--- src/rtl/fpu_job_scheduler_if.sv ---
// ============================================================================
// Module      : fpu_job_scheduler_if
// Description : Job, unit-control and completion bundle for fpu_job_scheduler.
//               The slave modport is the scheduler. The master modport is the
//               host together with the FPU units it drives.
// Revision    : 1.0 - initial release
// ============================================================================
`default_nettype none

interface fpu_job_scheduler_if #(
  parameter int NUM_UNITS = 4,
  parameter int TAG_W     = 8
);
  localparam int C_UW = $clog2(NUM_UNITS);

  logic                 job_valid;
  logic                 job_ready;
  logic [C_UW-1:0]      job_unit;
  logic [TAG_W-1:0]     job_tag;
  logic [NUM_UNITS-1:0] unit_go;
  logic [NUM_UNITS-1:0] unit_done;
  logic                 cpl_valid;
  logic                 cpl_ready;
  logic [C_UW-1:0]      cpl_unit;
  logic [TAG_W-1:0]     cpl_tag;
  logic                 busy;

  modport master (
    output job_valid, job_unit, job_tag, unit_done, cpl_ready,
    input  job_ready, unit_go, cpl_valid, cpl_unit, cpl_tag, busy
  );

  modport slave (
    input  job_valid, job_unit, job_tag, unit_done, cpl_ready,
    output job_ready, unit_go, cpl_valid, cpl_unit, cpl_tag, busy
  );
endinterface

`default_nettype wire

--- src/rtl/fpu_job_scheduler.sv ---
// ============================================================================
// Module      : fpu_job_scheduler
// Description : In-order FPU job dispatcher. Jobs queue in a FIFO and issue
//               to NUM_UNITS single-job units (go pulse, level done). Finished
//               units are returned through a round-robin completion port.
//               Jobs for a non-existent unit complete via an error slot.
//               Optional macro FPU_SCHED_PERF_EN adds performance counters.
// Revision    : 1.0 - initial release
// ============================================================================
`default_nettype none

module fpu_job_scheduler #(
  parameter int NUM_UNITS = 4,
  parameter int DEPTH     = 8,
  parameter int TAG_W     = 8
) (
  input  logic                    clk,
  input  logic                    rst_l,
  fpu_job_scheduler_if.slave      bus
`ifdef FPU_SCHED_PERF_EN
  ,
  input  logic                    perf_clr_i,
  output logic [95:0]             perf_cnt_o
`endif
);

  localparam int C_UW  = $clog2(NUM_UNITS);
  localparam int C_UW1 = C_UW + 1;
  localparam int C_AW  = $clog2(DEPTH);
  localparam int C_PW  = C_AW + 1;
  localparam int C_EW  = C_UW + TAG_W;
  localparam logic [C_UW:0]   C_NUM_EXT = C_UW1'(NUM_UNITS);
  localparam logic [C_UW-1:0] C_LAST    = C_UW'(NUM_UNITS - 1);

  typedef enum logic [1:0] {
    S_IDLE = 2'd0,
    S_RUN  = 2'd1,
    S_CPLT = 2'd2
  } unit_state_t;

  // FIFO storage and wrap-bit pointers
  logic [C_EW-1:0]      fifo_mem_q [DEPTH];
  logic [C_PW-1:0]      wr_ptr_q, wr_ptr_d;
  logic [C_PW-1:0]      rd_ptr_q, rd_ptr_d;

  // Per-unit state
  unit_state_t          state_q [NUM_UNITS];
  unit_state_t          state_d [NUM_UNITS];
  logic [TAG_W-1:0]     tag_q   [NUM_UNITS];
  logic [NUM_UNITS-1:0] done_prev_q;

  // Error slot for jobs addressed to a unit that does not exist
  logic                 err_pend_q, err_pend_d;
  logic [C_UW-1:0]      err_unit_q;
  logic [TAG_W-1:0]     err_tag_q;

  // Registered outputs and arbitration state
  logic                 job_ready_q;
  logic                 busy_q;
  logic [NUM_UNITS-1:0] unit_go_q;
  logic                 cpl_valid_q;
  logic                 cpl_err_q;
  logic [C_UW-1:0]      cpl_unit_q;
  logic [TAG_W-1:0]     cpl_tag_q;
  logic [C_UW-1:0]      rr_q;

  // Combinational
  logic                 w_empty, w_push, w_head_vld, w_head_err, w_head_free;
  logic                 w_issue, w_pop, w_wr, w_full_d, w_busy_d, w_accept;
  logic                 w_err_cand, w_load;
  logic [C_EW-1:0]      w_head;
  logic [C_UW-1:0]      w_head_unit;
  logic [TAG_W-1:0]     w_head_tag;
  logic [NUM_UNITS-1:0] w_issue_vec, w_rise, w_shown, w_cand, w_nidle_d;
  logic                 w_gnt_vld, w_gnt_err;
  logic [C_UW-1:0]      w_gnt_idx, w_rr_nxt;

  assign w_empty  = (wr_ptr_q == rd_ptr_q);
  assign w_push   = bus.job_valid & job_ready_q;
  assign w_accept = cpl_valid_q & bus.cpl_ready;
  assign w_rise   = bus.unit_done & ~done_prev_q;

  // With an empty FIFO the incoming job is the head, so it can issue on the
  // cycle it is pushed without first being written into storage.
  assign w_head_vld  = ~w_empty | w_push;
  assign w_head      = w_empty ? {bus.job_unit, bus.job_tag}
                               : fifo_mem_q[rd_ptr_q[C_AW-1:0]];
  assign w_head_unit = w_head[C_EW-1:TAG_W];
  assign w_head_tag  = w_head[TAG_W-1:0];
  assign w_head_err  = ({1'b0, w_head_unit} >= C_NUM_EXT);

  // Head may issue only if its destination (unit or error slot) is free
  always_comb begin
    w_head_free = 1'b0;
    if (w_head_err) w_head_free = ~err_pend_q;
    else            w_head_free = (state_q[w_head_unit] == S_IDLE);
  end

  assign w_issue  = w_head_vld & w_head_free;
  assign w_pop    = w_issue & ~w_empty;
  assign w_wr     = w_push & ~(w_empty & w_issue);
  assign rd_ptr_d = rd_ptr_q + C_PW'(w_pop);
  assign wr_ptr_d = wr_ptr_q + C_PW'(w_wr);
  assign w_full_d = (wr_ptr_d[C_AW] != rd_ptr_d[C_AW]) &&
                    (wr_ptr_d[C_AW-1:0] == rd_ptr_d[C_AW-1:0]);

  // Decode issue to a one-hot go vector
  always_comb begin
    w_issue_vec = '0;
    for (int i = 0; i < NUM_UNITS; i++) begin
      w_issue_vec[i] = w_issue & ~w_head_err & (w_head_unit == C_UW'(i));
    end
  end

  // Unit next-state; a done edge in RUN is offered to the arbiter at once
  always_comb begin
    w_shown   = '0;
    w_cand    = '0;
    w_nidle_d = '0;
    for (int i = 0; i < NUM_UNITS; i++) begin
      w_shown[i]  = cpl_valid_q & ~cpl_err_q & (cpl_unit_q == C_UW'(i));
      state_d[i]  = state_q[i];
      case (state_q[i])
        S_IDLE:  if (w_issue_vec[i])          state_d[i] = S_RUN;
        S_RUN:   if (w_rise[i])               state_d[i] = S_CPLT;
        S_CPLT:  if (w_accept && w_shown[i])  state_d[i] = S_IDLE;
        default:                              state_d[i] = S_IDLE;
      endcase
      w_cand[i]    = ((state_q[i] == S_CPLT) & ~w_shown[i]) |
                     ((state_q[i] == S_RUN) & w_rise[i]);
      w_nidle_d[i] = (state_d[i] != S_IDLE);
    end
  end

  // Error slot is set on an error issue and freed when its completion is taken
  always_comb begin
    err_pend_d = err_pend_q;
    if (w_issue && w_head_err)        err_pend_d = 1'b1;
    else if (w_accept && cpl_err_q)   err_pend_d = 1'b0;
  end

  assign w_busy_d   = (wr_ptr_d != rd_ptr_d) | (|w_nidle_d) | err_pend_d;
  assign w_err_cand = err_pend_q & ~(cpl_valid_q & cpl_err_q);
  assign w_load     = ~cpl_valid_q | bus.cpl_ready;

  // Round-robin grant starting at rr_q; error slot only when no unit wants it
  always_comb begin
    w_gnt_vld = 1'b0;
    w_gnt_err = 1'b0;
    w_gnt_idx = '0;
    for (int k = 0; k < NUM_UNITS; k++) begin
      if (!w_gnt_vld && w_cand[(int'(rr_q) + k) % NUM_UNITS]) begin
        w_gnt_vld = 1'b1;
        w_gnt_idx = C_UW'((int'(rr_q) + k) % NUM_UNITS);
      end
    end
    if (!w_gnt_vld && w_err_cand) begin
      w_gnt_vld = 1'b1;
      w_gnt_err = 1'b1;
    end
  end

  assign w_rr_nxt = (w_gnt_idx == C_LAST) ? '0 : w_gnt_idx + C_UW'(1);

  // FIFO storage write; contents need no reset since pointers qualify them
  always_ff @(posedge clk) begin
    if (w_wr) fifo_mem_q[wr_ptr_q[C_AW-1:0]] <= {bus.job_unit, bus.job_tag};
  end

  // Queue pointers, unit states, slots and status outputs
  always_ff @(posedge clk or negedge rst_l) begin
    if (!rst_l) begin
      wr_ptr_q    <= '0;
      rd_ptr_q    <= '0;
      job_ready_q <= 1'b1;
      busy_q      <= 1'b0;
      unit_go_q   <= '0;
      done_prev_q <= '0;
      err_pend_q  <= 1'b0;
      err_unit_q  <= '0;
      err_tag_q   <= '0;
      for (int i = 0; i < NUM_UNITS; i++) begin
        state_q[i] <= S_IDLE;
        tag_q[i]   <= '0;
      end
    end else begin
      wr_ptr_q    <= wr_ptr_d;
      rd_ptr_q    <= rd_ptr_d;
      job_ready_q <= ~w_full_d;
      busy_q      <= w_busy_d;
      unit_go_q   <= w_issue_vec;
      done_prev_q <= bus.unit_done;
      err_pend_q  <= err_pend_d;
      if (w_issue && w_head_err) begin
        err_unit_q <= w_head_unit;
        err_tag_q  <= w_head_tag;
      end
      for (int i = 0; i < NUM_UNITS; i++) begin
        state_q[i] <= state_d[i];
        if (w_issue_vec[i]) tag_q[i] <= w_head_tag;
      end
    end
  end

  // Completion register; reloads only when empty or being accepted
  always_ff @(posedge clk or negedge rst_l) begin
    if (!rst_l) begin
      cpl_valid_q <= 1'b0;
      cpl_err_q   <= 1'b0;
      cpl_unit_q  <= '0;
      cpl_tag_q   <= '0;
      rr_q        <= '0;
    end else if (w_load) begin
      cpl_valid_q <= w_gnt_vld;
      if (w_gnt_vld) begin
        cpl_err_q  <= w_gnt_err;
        cpl_unit_q <= w_gnt_err ? err_unit_q : w_gnt_idx;
        cpl_tag_q  <= w_gnt_err ? err_tag_q  : tag_q[w_gnt_idx];
        if (!w_gnt_err) rr_q <= w_rr_nxt;
      end
    end
  end

  assign bus.job_ready = job_ready_q;
  assign bus.busy      = busy_q;
  assign bus.unit_go   = unit_go_q;
  assign bus.cpl_valid = cpl_valid_q;
  assign bus.cpl_unit  = cpl_unit_q;
  assign bus.cpl_tag   = cpl_tag_q;

`ifdef FPU_SCHED_PERF_EN
  logic [31:0] perf_iss_q, perf_cpl_q, perf_stall_q;
  logic        w_stall;

  assign w_stall = ~w_empty & ~w_issue;

  // Saturating event counters; clear wins over a same-cycle increment
  always_ff @(posedge clk or negedge rst_l) begin
    if (!rst_l) begin
      perf_iss_q   <= '0;
      perf_cpl_q   <= '0;
      perf_stall_q <= '0;
    end else if (perf_clr_i) begin
      perf_iss_q   <= '0;
      perf_cpl_q   <= '0;
      perf_stall_q <= '0;
    end else begin
      if (w_issue  && (perf_iss_q   != '1)) perf_iss_q   <= perf_iss_q + 32'd1;
      if (w_accept && (perf_cpl_q   != '1)) perf_cpl_q   <= perf_cpl_q + 32'd1;
      if (w_stall  && (perf_stall_q != '1)) perf_stall_q <= perf_stall_q + 32'd1;
    end
  end

  assign perf_cnt_o = {perf_stall_q, perf_cpl_q, perf_iss_q};
`endif

endmodule

`default_nettype wire

--- src/flat_wrapper.sv ---
// flat-port wrapper written by rule: the top's interface ports become plain ports
module fpu_job_scheduler_flat 
#(
  parameter int NUM_UNITS = 4,
  parameter int DEPTH     = 8,
  parameter int TAG_W     = 8
)
  (clk, rst_l, bus_job_valid, bus_job_unit, bus_job_tag, bus_unit_done, bus_cpl_ready, bus_job_ready, bus_unit_go, bus_cpl_valid, bus_cpl_unit, bus_cpl_tag, bus_busy);
  fpu_job_scheduler_if #(.NUM_UNITS(NUM_UNITS), .TAG_W(TAG_W)) bus_i ();
  input  logic clk;
  input  logic rst_l;
  input wire logic [$bits(bus_i.job_valid)-1:0] bus_job_valid;
  input wire logic [$bits(bus_i.job_unit)-1:0] bus_job_unit;
  input wire logic [$bits(bus_i.job_tag)-1:0] bus_job_tag;
  input wire logic [$bits(bus_i.unit_done)-1:0] bus_unit_done;
  input wire logic [$bits(bus_i.cpl_ready)-1:0] bus_cpl_ready;
  output wire logic [$bits(bus_i.job_ready)-1:0] bus_job_ready;
  output wire logic [$bits(bus_i.unit_go)-1:0] bus_unit_go;
  output wire logic [$bits(bus_i.cpl_valid)-1:0] bus_cpl_valid;
  output wire logic [$bits(bus_i.cpl_unit)-1:0] bus_cpl_unit;
  output wire logic [$bits(bus_i.cpl_tag)-1:0] bus_cpl_tag;
  output wire logic [$bits(bus_i.busy)-1:0] bus_busy;
  assign bus_i.job_valid = bus_job_valid;
  assign bus_i.job_unit = bus_job_unit;
  assign bus_i.job_tag = bus_job_tag;
  assign bus_i.unit_done = bus_unit_done;
  assign bus_i.cpl_ready = bus_cpl_ready;
  assign bus_job_ready = bus_i.job_ready;
  assign bus_unit_go = bus_i.unit_go;
  assign bus_cpl_valid = bus_i.cpl_valid;
  assign bus_cpl_unit = bus_i.cpl_unit;
  assign bus_cpl_tag = bus_i.cpl_tag;
  assign bus_busy = bus_i.busy;
  fpu_job_scheduler #(.NUM_UNITS(NUM_UNITS), .DEPTH(DEPTH), .TAG_W(TAG_W)) u_core (.clk(clk), .rst_l(rst_l), .bus(bus_i));
endmodule
--- config.mk ---
export PLATFORM = sky130hd
export DESIGN_NAME = fpu_job_scheduler_flat
export DESIGN_NICKNAME = d
export VERILOG_FILES = /design/src/rtl/fpu_job_scheduler_if.sv /design/src/rtl/fpu_job_scheduler.sv /design/src/flat_wrapper.sv
export SDC_FILE = /design/constraint.sdc
export NUM_CORES = 1
export LEC_CHECK = 0
export CORE_MARGIN = 3
export CORE_UTILIZATION = 30
export CTS_BUF_LIST = sky130_fd_sc_hd__clkbuf_8
export DETAILED_ROUTE_END_ITERATION = 8
export SETUP_SLACK_MARGIN = 0.2
export SLEW_MARGIN = 10
export SYNTH_ARGS = -nofsm -noshare
export SYNTH_HDL_FRONTEND = slang
export SYNTH_SLANG_ARGS = --single-unit
--- constraint.sdc ---
create_clock -name clk -period 10.8 [get_ports clk]
set_clock_uncertainty 0.2 [all_clocks]
set_input_delay 2.16 -clock clk [delete_from_list [all_inputs] [get_ports clk]]
set_output_delay 2.16 -clock clk [all_outputs]
set_load 0.03 [all_outputs]
==> results.md <==
* Max Cap Viol at 0
* Part of the power in combinational logic at 44.7%
* Post-Route WL at roughly 13 mm
* Crit end category: register
* Headroom to the max-slew limit at 19.2%
* Layout Cells excl Fill at around 750
* Commonest cells after routing, fill and taps aside: edfxtp_1, dfrtp_1, clkdlybuf4s50_1
* Top FF cell, synth: edfxtp_1
* DR iter-0 viols at 303
* Vias at 3671
* Cell Pwr Density at ~320 mW/mm²
* Synth Area in Compound Gates at 5.75%
* Worst Path Max Fanout at 10
* Clock tree buffer depth at 2
* H-tree depth reported by CTS at 4
* First-pass GRT wire length at roughly 22 mm
* Die W at 154 µm
* Post-Synth Simple-Gate Area at 6.95%
* Least-Margin Pin Slew at 1.21 ns
* CTS Buf Count at 17
* Gate Count Post-Synth at 418
* Mux share of post-synthesis cell area at 18.4%
* Nets at 480
* Post-CTS Hold Fix Bufs at 0
* Total track usage at 11.7%
* Root buf cell: clkbuf_8
* Hold path depth at 1
* RSZ-0062 raised after global routing: false
* Initial Utilization at 30.9%
* Design area at roughly 0.0075 mm²
* Max Fclk at 178 MHz
* Placement Cell Area at 0.00717 mm²
* ANT nets after route at 0
* Net Sw Power at 0.000925 W
* First drt pass iteration count at 4
* Power share of the clock group at 16.3%
* Crit path arrival time at approximately 5.7 ns
* Crit path from: bus_job_unit[0]
* Vias in the first global route at ~4000
* Worst vdd ir at between 100 and 150 µV
* Flop pwr share at about two fifths
* FF-to-FF End: u_core.bus.busy
* Cell depth of the worst flop-to-flop path at 13
* Ports at 35
* Largest family of logic cells by synthesized area: multiplexers
* Clk slew on worst S/H paths at roughly 0.080 ns
* Synth async-reset ratio at 47.7%
* Hold violation total from the final report at 0
* WL/cell at ~18 µm
* Commonest non-fill, non-tap cell in the layout: edfxtp_1
* Slew Limit Fails at 0
* TritonCTS clock tree: done
* Synth Register Bits at 153
* Reg2reg start: u_core.rd_ptr_q[1]
* Layout cells sized above 1 at between 15 and 20%
* Setup TNS at 0 ns
* Initial antenna violation count at 0
* Hold endpoint: u_core.tag_q[15]
* Worst min-delay path category: register to register
* Clock Latency Late Sink at about 0.44 ns
* Area grow syn2layout at 14.7%
* DR DRC count at 0
* P_int at around 0.0015 W
* Post-synthesis adder-cell area fraction at less than 1%
* Worst hold start: u_core.tag_q[15]
* Fill cells at roughly 2000
* I/O Buffers at 34
* Syn_nets at 440
* Cts repair resizes at 0
* Gp weighted congestion at around 0.8
* HPWL Detailed at 8.91 mm
* Worst setup SP type: input port
* Site row count at 53
* Cell Area, Synth at roughly 0.0066 mm²
* Clock Sink Count at about 150
* Tmin final at 5.61 ns
* Worst Path Required at 10.91 ns
* Hold slack at 0.309 ns
* Kind of critical path: input port to register
* Synth warnings at 0
* Final setup vio count at 0
* Die area at 0.0237 mm²
* Placed cells at slightly above 700
* Setup Buffers After CTS at 0
* Global route overflow at 0
* Setup slack, reg-to-reg at 5.29 ns
* Vias per cell at 4.92
* Synth Area in XOR/XNOR at 1.60%
* Core Box Area at around 0.021 mm²
* Inserted Diodes at 0
* Leak pwr at 2.85 nW
* Outcome: completed
* Sw frac at 38.4%
* Mean Syn Cell Area at 15.7 µm²
* Tcrit/Tclk final at between 50% and 60%
* EDFF count, synth at 80
* Unique masters post-synth at 50
* Sequential area share after synthesis at ~64%
* Die Y at 154 µm
* Largest net degree at the start of global routing at 74
==> critical path: stages <==
cell,delay (ns)
clkdlybuf4s50_1,0.71
mux4_2,0.56
a21oi_1,0.26
ha_1,0.22
ha_1,0.16
xor2_1,0.23
xor2_1,0.10
nor3_1,0.32
nand4b_1,0.14
or4_1,0.46
or4_1,0.40
==> layout make-up <==
type	count	area [µm²]	share of cell area [%]
clock buffer	17	234	3.11
timing repair buffer	36	353	4.68
tap	275	344	4.57
clock inverter	15	126	1.68
sequential	153	4230	56.1
multi-input combinational	239	2210	29.3
inverter	11	41.3	0.548
==> registers in the layout (all words and copies together), names as in the netlist, 4 cells and up <==
signal              flops
u_core.rd_ptr_q         4
u_core.tag_q           32
u_core.state_q          8
u_core.fifo_mem_q      80
u_core.done_prev_q      4
u_core.bus.unit_go      4
u_core.bus.cpl_tag      8
u_core.wr_ptr_q         4
==> cells by family (layout without fill, tap and decap cells) <==
logic type | Yosys count | in the layout
compound gates | 58 | 58
xor+xnor | 12 | 12
fa+ha+maj | 4 | 4
buf+inv | 26 | 79
flops | 153 | 153
mux | 82 | 82
simple gates | 83 | 83
==> metrics by stage <==
stage / worst slack (ns) / util [%] / power [W]
after CTS: 5.22 / 35.4 / 0.00243
final: 5.19 / 35.4 / 0.00241
after detailed placement: 4.75 / 33.7 / 0.00203
after global routing: 4.93 / 35.4 / 0.00257
after floorplan: 5.84 / - / 0.00174
after global placement: 4.96 / 33.7 / 0.00199
==> per-layer routing <==
| metal | global-route usage (%) | share of wire [%] | up-vias |
|---|---|---|---|
| met3 | 2.67 | 3.0 | 12 |
| met1 | 15.0 | 45 | 1910 |
| met4 | 4.21 | 1.2 | 0 |
| met5 | 0 | 0 | - |
| li1 | - | - | 1684 |
| met2 | 19.6 | 51 | 65 |
==> worst max-delay path by stage <==
stage	end	slack, ns
global placement	u_core.bus.busy	4.96
CTS	u_core.bus.busy	5.22
detailed placement	u_core.bus.busy	4.75
finish	u_core.bus.busy	5.19
global route	u_core.bus.busy	4.93
floorplan	u_core.bus.busy	5.84
==> cell usage after synthesis (2+ instances only) <==
library cell / number / share of area (%)
nand4_1: 2 / 0.19
buf_6: 5 / 0.86
mux2i_1: 26 / 4.0
o221ai_1: 8 / 1.1
nand3_1: 4 / 0.30
xor2_1: 12 / 1.6
inv_1: 11 / 0.63
nor2_1: 18 / 1.0
or4_1: 4 / 0.46
a211oi_1: 3 / 0.34
buf_2: 5 / 0.38
o22a_1: 3 / 0.40
nand2_1: 20 / 1.1
edfxtp_1: 80 / 37
nor3_1: 5 / 0.38
o22ai_1: 2 / 0.19
mux4_2: 20 / 6.9
nand3b_1: 5 / 0.57
and2_1: 2 / 0.19
a21oi_1: 5 / 0.38
o21ai_0: 26 / 2.0
dfrtp_1: 72 / 27
nor2b_1: 2 / 0.19
clkbuf_1: 4 / 0.23
nand2b_1: 11 / 1.0
nor4bb_1: 2 / 0.30
mux2_2: 16 / 2.7
mux2_4: 17 / 3.9
ha_1: 4 / 0.76
or3_1: 3 / 0.29
a31oi_1: 2 / 0.19
==> power by group through the flow <==
stage               combinational, W  sequential, W  clock [W]
floorplan                   0.000812       0.000929          0
CTS                          0.00109       0.000939   0.000405
finish                       0.00108       0.000938   0.000392
global route                 0.00117       0.000960   0.000433
global placement             0.00105       0.000939          0
detailed placement           0.00108       0.000949          0
Note: power is estimated with default switching activity, not from simulation.
